===== config.mk =====
export PLATFORM = sky130hd
export DESIGN_NAME = call_stack_ctrl
export DESIGN_NICKNAME = d
export VERILOG_FILES = /design/src/rtl/call_stack_pkg.sv /design/src/rtl/ret_pc_lifo.sv /design/src/rtl/call_stack_ctrl.sv
export SDC_FILE = /design/constraint.sdc
export NUM_CORES = 1
export LEC_CHECK = 0
export ABC_AREA = 0
export BUFFER_PORTS_ARGS = -buffer_cell sky130_fd_sc_hd__clkbuf_2
export CAP_MARGIN = 20
export CORE_MARGIN = 4
export CORE_UTILIZATION = 58
export DETAILED_ROUTE_END_ITERATION = 7
export GPL_TIMING_DRIVEN = 0
export PLACE_DENSITY_LB_ADDON = 0.12
export SETUP_SLACK_MARGIN = 0.15
export SYNTH_ARGS = -nofsm -noshare
export SYNTH_HDL_FRONTEND = slang
export SYNTH_SLANG_ARGS = --single-unit

===== constraint.sdc =====
create_clock -name clk -period 2.8 [get_ports clk]
set_clock_uncertainty 0.05 [all_clocks]
set_input_delay 0.14 -clock clk [delete_from_list [all_inputs] [get_ports clk]]
set_output_delay 0.14 -clock clk [all_outputs]
set_load 0.02 [all_outputs]

===== src/rtl/call_stack_pkg.sv =====
// call_stack_pkg: shared FSM state encoding and default sizing for the call-stack controller.
package call_stack_pkg;
    localparam int CS_PC_WIDTH = 5;
    localparam int CS_DEPTH = 15;
    typedef enum logic [2:0] {IDLE, PUSH, POP_RD, POP, DONE} state_t;
endpackage


===== src/rtl/ret_pc_lifo.sv =====
// ret_pc_lifo: return-PC storage, entries 1..D, synchronous write and combinational read, never reset.
module ret_pc_lifo #(
    parameter int W = 5,
    parameter int D = 15
) (
    input  logic         clk,
    input  logic         we,
    input  logic [W-1:0] waddr,
    input  logic [W-1:0] wdata,
    input  logic [W-1:0] raddr,
    output logic [W-1:0] rdata
);
    logic [W-1:0] mem [1:D];
    always_ff @(posedge clk)
        if (we) mem[waddr] <= wdata;
    assign rdata = mem[raddr];
endmodule


===== src/rtl/call_stack_ctrl.sv =====
// call_stack_ctrl: CALL/RET sequencer driving PC load and register-file frame save/restore strobes.
module call_stack_ctrl
    import call_stack_pkg::*;
#(
    parameter int PC_WIDTH = CS_PC_WIDTH,
    parameter int DEPTH = CS_DEPTH
) (
    input  logic                clk,
    input  logic                rst_n,
    input  logic                cs_call,
    input  logic                cs_ret,
    input  logic [PC_WIDTH-1:0] cs_target_pc,
    input  logic [PC_WIDTH-1:0] cs_pc_cur,
    input  logic                cs_clr_err,
    output logic                cs_busy,
    output logic                cs_done,
    output logic                cs_pc_load,
    output logic [PC_WIDTH-1:0] cs_pc_next,
    output logic                rf_stack_push,
    output logic                rf_stack_pop,
    output logic [PC_WIDTH-1:0] rf_stack_pointer,
    output logic [PC_WIDTH-1:0] cs_depth,
    output logic                cs_overflow,
    output logic                cs_underflow
);
    localparam logic [PC_WIDTH-1:0] FULL = PC_WIDTH'(DEPTH);
    state_t state, state_nx;
    logic [PC_WIDTH-1:0] sp, pc_q, lifo_rd;
    logic call_ok, ret_ok, ovf_set, unf_set;
    // CALL has priority, so a RET only counts when CALL is low
    assign call_ok = state == IDLE && cs_call && sp != FULL;
    assign ovf_set = state == IDLE && cs_call && sp == FULL;
    assign ret_ok  = state == IDLE && !cs_call && cs_ret && sp != '0;
    assign unf_set = state == IDLE && !cs_call && cs_ret && sp == '0;
    assign cs_pc_next = pc_q;
    assign cs_depth = sp;
    always_comb begin
        state_nx = IDLE;
        cs_busy = state != IDLE;
        cs_done = state == DONE;
        cs_pc_load = state == DONE;
        rf_stack_push = state == PUSH;
        rf_stack_pop = state == POP;
        rf_stack_pointer = state == PUSH ? sp + 1'b1 : sp;
        state_nx = state == IDLE ? (call_ok ? PUSH : ret_ok ? POP_RD : IDLE) :
                   state == POP_RD ? POP :
                   state == PUSH || state == POP ? DONE : IDLE;
    end
    always_ff @(posedge clk or negedge rst_n)
        if (!rst_n) begin
            state <= IDLE;
            sp <= '0;
            pc_q <= '0;
            cs_overflow <= 1'b0;
            cs_underflow <= 1'b0;
        end else begin
            state <= state_nx;
            if (call_ok) pc_q <= cs_target_pc;
            else if (state == POP) pc_q <= lifo_rd;
            if (state == PUSH) sp <= sp + 1'b1;
            else if (state == POP) sp <= sp - 1'b1;
            cs_overflow <= (cs_overflow && !cs_clr_err) || ovf_set;
            cs_underflow <= (cs_underflow && !cs_clr_err) || unf_set;
        end
    ret_pc_lifo #(.W(PC_WIDTH), .D(DEPTH)) u_lifo (
        .clk(clk),
        .we(state == PUSH),
        .waddr(rf_stack_pointer),
        .wdata(cs_pc_cur + 1'b1),
        .raddr(sp),
        .rdata(lifo_rd)
    );
endmodule


Word level (Yosys, flattened, before mapping):

Memory sizes are Yosys's and may differ from the RTL's.
Cells that the tools add are included.

* $add $sub $neg: 3
* multiply operators: 0
* div/mod/pow operators: 0
* magnitude comparators: 0
* equal/unequal tests: 6
* shift-type cells: 0
* multiplexer cells: 12
* bitwise logic cells: 0
* reductions and logical operators: 20

Operators with widths (number)
* $mux 5: 5
* $add 5x1->5 const B: 2
* $logic_and 1x1->1: 9
* $mux 3: 3
* $eq 3x2->1 const B: 2
* $eq 5x4->1 const B: 1
* $logic_not 5->1: 1
* $ne 5x4->1 const B: 1
* $reduce_bool 5->1: 1
* $sub 5x1->5 const B: 1
* $mux 2: 2
* $reduce_bool 2->1: 2
* $eq 3x1->1 const B: 1
* $eq 3x3->1 const B: 1
* $logic_not 3->1: 1
* $logic_or 1x1->1: 3
* $reduce_bool 3->1: 1
* $logic_not 1->1: 2
* $mux 1: 2

* flip-flop bits (word level): 15
* latch bits: 0
* RAM bits: 75
* bits in read-only memories: 0
* input port bits: 15
* output and inout bits: 22
* word-level logic and storage cells: 47
* memories kept: 1

Memory list
* u_lifo.mem: words 15, width 5, rd ports 1, clocked after Yosys merged registers in 0, wr ports 1, RTL line ret_pc_lifo.sv:13 `logic [W-1:0] mem [1:D];`

Longest topological paths before layout:

* depth after elaboration: 7
* mapped depth: 9
* gate-level depth less buffers: 6

Modules after synthesis:

Synthesis repeated with hierarchy kept, for this count alone.

* cells, all modules: 247
* area total of the unflattened synthesis: 3973.8 sq um

Modules (own cells, without submodules)
* ret_pc_lifo: instances 1, cells each 153, area each 2965.3 sq um, sequential area each 2252.2 sq um
* call_stack_ctrl: instances 1, cells each 94, area each 1008.5 sq um, sequential area each 375.4 sq um

Worst setup path after synthesis:

OpenSTA, ideal clock, no wires.

* kind: reg2reg
* start point: reg sp[0] (netlist: cs_depth[0])
* end point: mem u_lifo.mem[12][0] (enable)
* library setup time: 0.381 ns
* data arrival time: 2.172 ns
* data required time: 2.369 ns
* path slack: 0.197 ns
* cell stages (with the launch flop): 8
* path buffers: 4
* clock period less this slack: 2.603 ns
* path through: dfrtp_1 buf_6 buf_12 buf_4 inv_1 ha_1 clkbuf_1 nor4_1

* cells in the longest elaborated chain, start to end: 2

RTL lines
* from (decl): RTL line call_stack_ctrl.sv:28 `logic [PC_WIDTH-1:0] sp, pc_q, lifo_rd;`
* from (signal assigned): RTL line call_stack_ctrl.sv:60 `if (state == PUSH) sp <= sp + 1'b1;`
* from (signal assigned): RTL line call_stack_ctrl.sv:61 `else if (state == POP) sp <= sp - 1'b1;`
* $add 5x1->5: RTL line call_stack_ctrl.sv:44 `rf_stack_pointer = state == PUSH ? sp + 1'b1 : sp;`
* $mux 5 *: RTL line call_stack_ctrl.sv:44
* to (decl): RTL line ret_pc_lifo.sv:13

Every way passes the cells marked *; elsewhere a longest branch is shown, timed or not.

Worst setup path after layout:

* start point: reg sp[2] (netlist: cs_depth[2])
* end point: reg pc_q[0] (netlist: cs_pc_next[0])

* cells in the longest elaborated chain, start to end: 3
* elaborated cells between the ends (all ways): 6
* classes of those cells: eq/ne: 1; mux: 2; reduce/logical: 2; memory: 1

RTL lines
* $mem_v2 15x5 / $ne 5x4->1 (equally long branches)
* $mux 5 / $logic_and 1x1->1 (equally long branches): RTL line call_stack_ctrl.sv:59, call_stack_ctrl.sv:31
* $mux 5 / $reduce_bool 2->1 (equally long branches)
* to (signal assigned): RTL line call_stack_ctrl.sv:58 `if (call_ok) pc_q <= cs_target_pc;`
* to (signal assigned): RTL line call_stack_ctrl.sv:59 `else if (state == POP) pc_q <= lifo_rd;`
* to (decl): RTL line call_stack_ctrl.sv:28

Parallel ways exist; a longest one is shown, timed or not. The select of a mux whose other input is x is not followed.
A chain may end at the register's enable or synchronous reset.

==> key figures <==
Run status
  – Outcome: complete, no violations

Floorplanning
  – Die extent in x: 91.9 um
  – Die height: 91.9 um
  – Number of standard-cell rows in the floorplan: 30
  – Area inside the core boundary: 6830 um2
  – Die area: 8440 um2
  – Effective utilization at floorplan: 0.597
  – Boundary Pins: 37

GRT
  – Antenna violations before repair: 0
  – Global routing met1 resource utilization: 0.289
  – Met2 global-route usage: 0.338
  – GRT overflow: 0
  – Number of global-route vias before repair: 2419
  – Largest net degree at the start of global routing: 18
  – Most crowded layer after global routing: met2
  – Met3 capacity usage during global routing: 0.0435
  – Wire length of the first global-routing pass: 13200 um
  – Total GRT Usage: 0.210

Timing
  – Slew at the pin closest to its max-slew limit: 0.982 ns
  – Remaining max-slew budget at the tightest pin: 0.343
  – Setup repair after global routing missed its margin: no
  – Final Max Slew Viols: 0
  – Final critical-path share of the clock period: 0.917
  – Final count of hold timing violations: 0
  – Tmin final: ~2.6 ns
  – Highest achievable clock rate: 390 MHz
  – Setup Viol. Count Final: 0
  – Final Worst Setup Slack: 0.233 ns

Cells and area
  – Sequential cell area: 2630 um2
  – Combined area of the multi-input logic cells: 1430 um2
  – Area Growth Syn to Fin: 19.2%
  – Layout cells sized above 1: 0.328
  – Fill count: between 400 and 500
  – Antenna Diode Count: 0
  – Net total in the final layout: 354
  – Fraction of the core area covered by cells at the end of the flow: 0.712
  – Non-filler instance count after layout: 434

Power and ir drop
  – IR Drop Worst-Case VDD: 492 uV
  – Final Power: 4.94 mW
  – Static leakage: 1.78 nW
  – Cell area power density: 1010 nW/um2

Worst hold path
  – Instance count along the most critical hold path: 4
  – Type of the most critical hold path: in2reg

Clocking
  – Number of sinks driven by the clock tree: 90
  – Root cell of the clock tree: clkbuf_8
  – Skew-Pair Late Insertion Delay: 0.37 ns
  – CTS H-tree depth: 3
  – Number of buffers on the longest clock path: 2
  – Clock edge transition at the registers on the reported setup and hold paths: 0.10 ns
  – CTS tree: done
  – Number of buffers added by the clock tree synthesis step: 9

Synth
  – Post-synthesis xor/xnor area fraction: 0.0215
  – Synth Area in Adders: 0.0184
  – Synth Area in Compound Gates: 0.0509
  – Post-synthesis simple-gate area fraction: 0.0972
  – Multiplexer area fraction after synthesis: 0.122
  – Post-Syn Nets: 296
  – Warning count from the yosys run: 0
  – Fraction of registers with async set or reset after synthesis: 0.167
  – Top cells by area in the synthesized netlist: edfxtp_1 (55%), dfrtp_1 (9.2%), mux4_2 (6.1%)
  – Top cells by instance count after synthesis: edfxtp_1 (75), nor2_1 (23), nand2_1 (20)
  – Post-Syn Area per Cell: 14.8 um2
  – Cell taking the most area after synthesis: edfxtp_1
  – Total of flip-flops plus latches after synthesis: 90
  – Post-Syn Area: 4080 um2
  – Cell with the most instances after synthesis: edfxtp_1
  – Number of synthesized flops with an enable pin: 75
  – Portion of the post-synthesis area used by sequential elements: 0.644
  – Cell count after synthesis: 275
  – Top-area cell type share of the netlist area: 0.552
  – Most common flop cell mapped by yosys: edfxtp_1
  – Count of cell types in the netlist: 44
  – Dominant combinational cell family by area after synthesis: multiplexers

Setup path
  – Worst setup path class: reg2reg
  – Max incr delay on CP: approximately 0.52 ns
  – Worst-path cell with the longest stage delay: or4_1
  – Flop-to-flop setup slack: 0.23 ns
  – Most frequent CP cell: buf_6
  – Maximum fanout along the worst path: 10
  – Crit end category: register
  – Data arrival time of the critical path: around 2.8 ns
  – Logic depth of the worst path, buffers included: 9
  – Path depth of the worst reg2reg path: 9
  – Crit-path leading delay family: simple AND/OR/NAND/NOR gates
  – Crit path required time: 2.99 ns
  – Worst path bufs/invs: 4
  – Critical Path Start Type: register
  – Cells along the critical path: buf_6 -> buf_6 -> buf_6 -> and3_1 -> ha_1 -> or3_1 -> buf_6 -> mux2i_1 -> or4_1

Placed design
  – Count of input and output buffers: 36
  – Final weighted congestion of routability-driven global placement: 0.798
  – Post-Place Worst Slack: -0.278 ns
  – Cell total after placement: 409
  – Post-DP HPWL: 5750 um

Detailed routing
  – Router iterations before antenna repair: 5
  – DRC violations left: 0
  – Mean routed wirelength per cell: 19.5 um
  – Total number of vias: 2500
  – Number of nets with antenna violations after detailed routing: 0
  – Number of DRC markers after the initial detailed-route iteration: 204
  – Vias per Instance: 5.76
  – Total wire length: 8480 um

Job
  – Max-capacitance violation count: 0
[metrics by stage]
stage | hold slack [ns] | instance area (um2) | setup TNS (ns)
after detailed placement | 0.0301 | 4390 | -2.70
after CTS | 0.0413 | 4750 | 0
after global routing | 0.0663 | 4860 | 0
after global placement | 0.0162 | 4380 | -3.56
after floorplan | -0.206 | 4080 | 0
final | 0.0366 | 4860 | 0
[what timing repair did]
item                       4_1_cts  5_1_grt
setup endpoints to repair       78       55
hold endpoints to repair        18        0
setup buffers                    2        1
resized for setup               25       21
pin swaps                        1        1
hold buffers                     5        0
[metal layers]
layer | routed length, um | up-vias
met4 | 146 | 0
met1 | 3500 | 1234
met3 | 537 | 16
li1 | - | 1157
met5 | 0 | -
met2 | 4290 | 93
[state kept, by name, indices dropped and copies added, names as in the netlist]
signal	flops
cs_underflow	1
cs_depth	5
u_lifo.mem	75
cs_overflow	1
state	3
cs_pc_next	5
[cell families (layout without fill, tap and decap cells)]
family          Yosys count  after routing
compound gates           30             30
xor+xnor                 10             10
fa+ha+maj                 6              6
buf+inv                  31             94
flops                    90             90
mux                      29             29
simple gates             79             79
[final timing paths]
check / from / end
max in group asynchronous: rst_n / cs_pc_next[1]$_DFFE_PN0P_
worst max register to register: cs_depth[2]$_DFFE_PN0P_ / cs_pc_next[0]$_DFFE_PN0P_
min in group asynchronous: rst_n / cs_depth[2]$_DFFE_PN0P_
worst min-delay path: cs_call / cs_underflow$_DFF_PN0_
worst max-delay path: cs_depth[2]$_DFFE_PN0P_ / cs_pc_next[0]$_DFFE_PN0P_
worst min register to register: cs_underflow$_DFF_PN0_ / cs_underflow$_DFF_PN0_
[cell usage in the layout (no fill, tap or decap), types with 5 or more instances in the layout]
cell           Yosys  final
nor2_4             0     12
a21oi_1            5      5
o21ai_0            8      8
nand3_1            6      5
edfxtp_1          75     75
clkbuf_8           0      9
xor2_1             5      5
mux4_2            11     11
mux2i_1            9      9
dlygate4sd3_1      0      5
inv_1             12     12
dfrtp_1           15     15
xnor2_1            5      5
nor2_1            23     11
buf_6              5      8
nand2_1           20     19
clkbuf_2           0     36
buf_4              3      7
a211oi_1           5      5
[worst reg2reg max path: stages (launching register included)]
cell	delay (ns)
dfrtp_1	0.43
buf_6	0.16
buf_6	0.14
buf_6	0.15
and3_1	0.15
ha_1	0.18
or3_1	0.39
buf_6	0.15
mux2i_1	0.12
or4_1	0.52
[area by class of cell]
| class | count | share of cell area |
|---|---|---|
| repair buffers | 47 | 0.0561 |
| well taps | 96 | 0.0247 |
| clock inverters | 7 | 0.0172 |
| flip-flops and latches | 90 | 0.540 |
| multi-input cells | 154 | 0.293 |
| inverters | 15 | 0.0116 |
| clock buffers | 9 | 0.0255 |
| plain buffers | 16 | 0.0314 |
[power by group]
group | switching (mW) | internal, mW
clock | 0.498 | 0.428
combinational | 1.36 | 0.901
sequential | 0.110 | 1.64
Power figures use the tool's default switching activity.
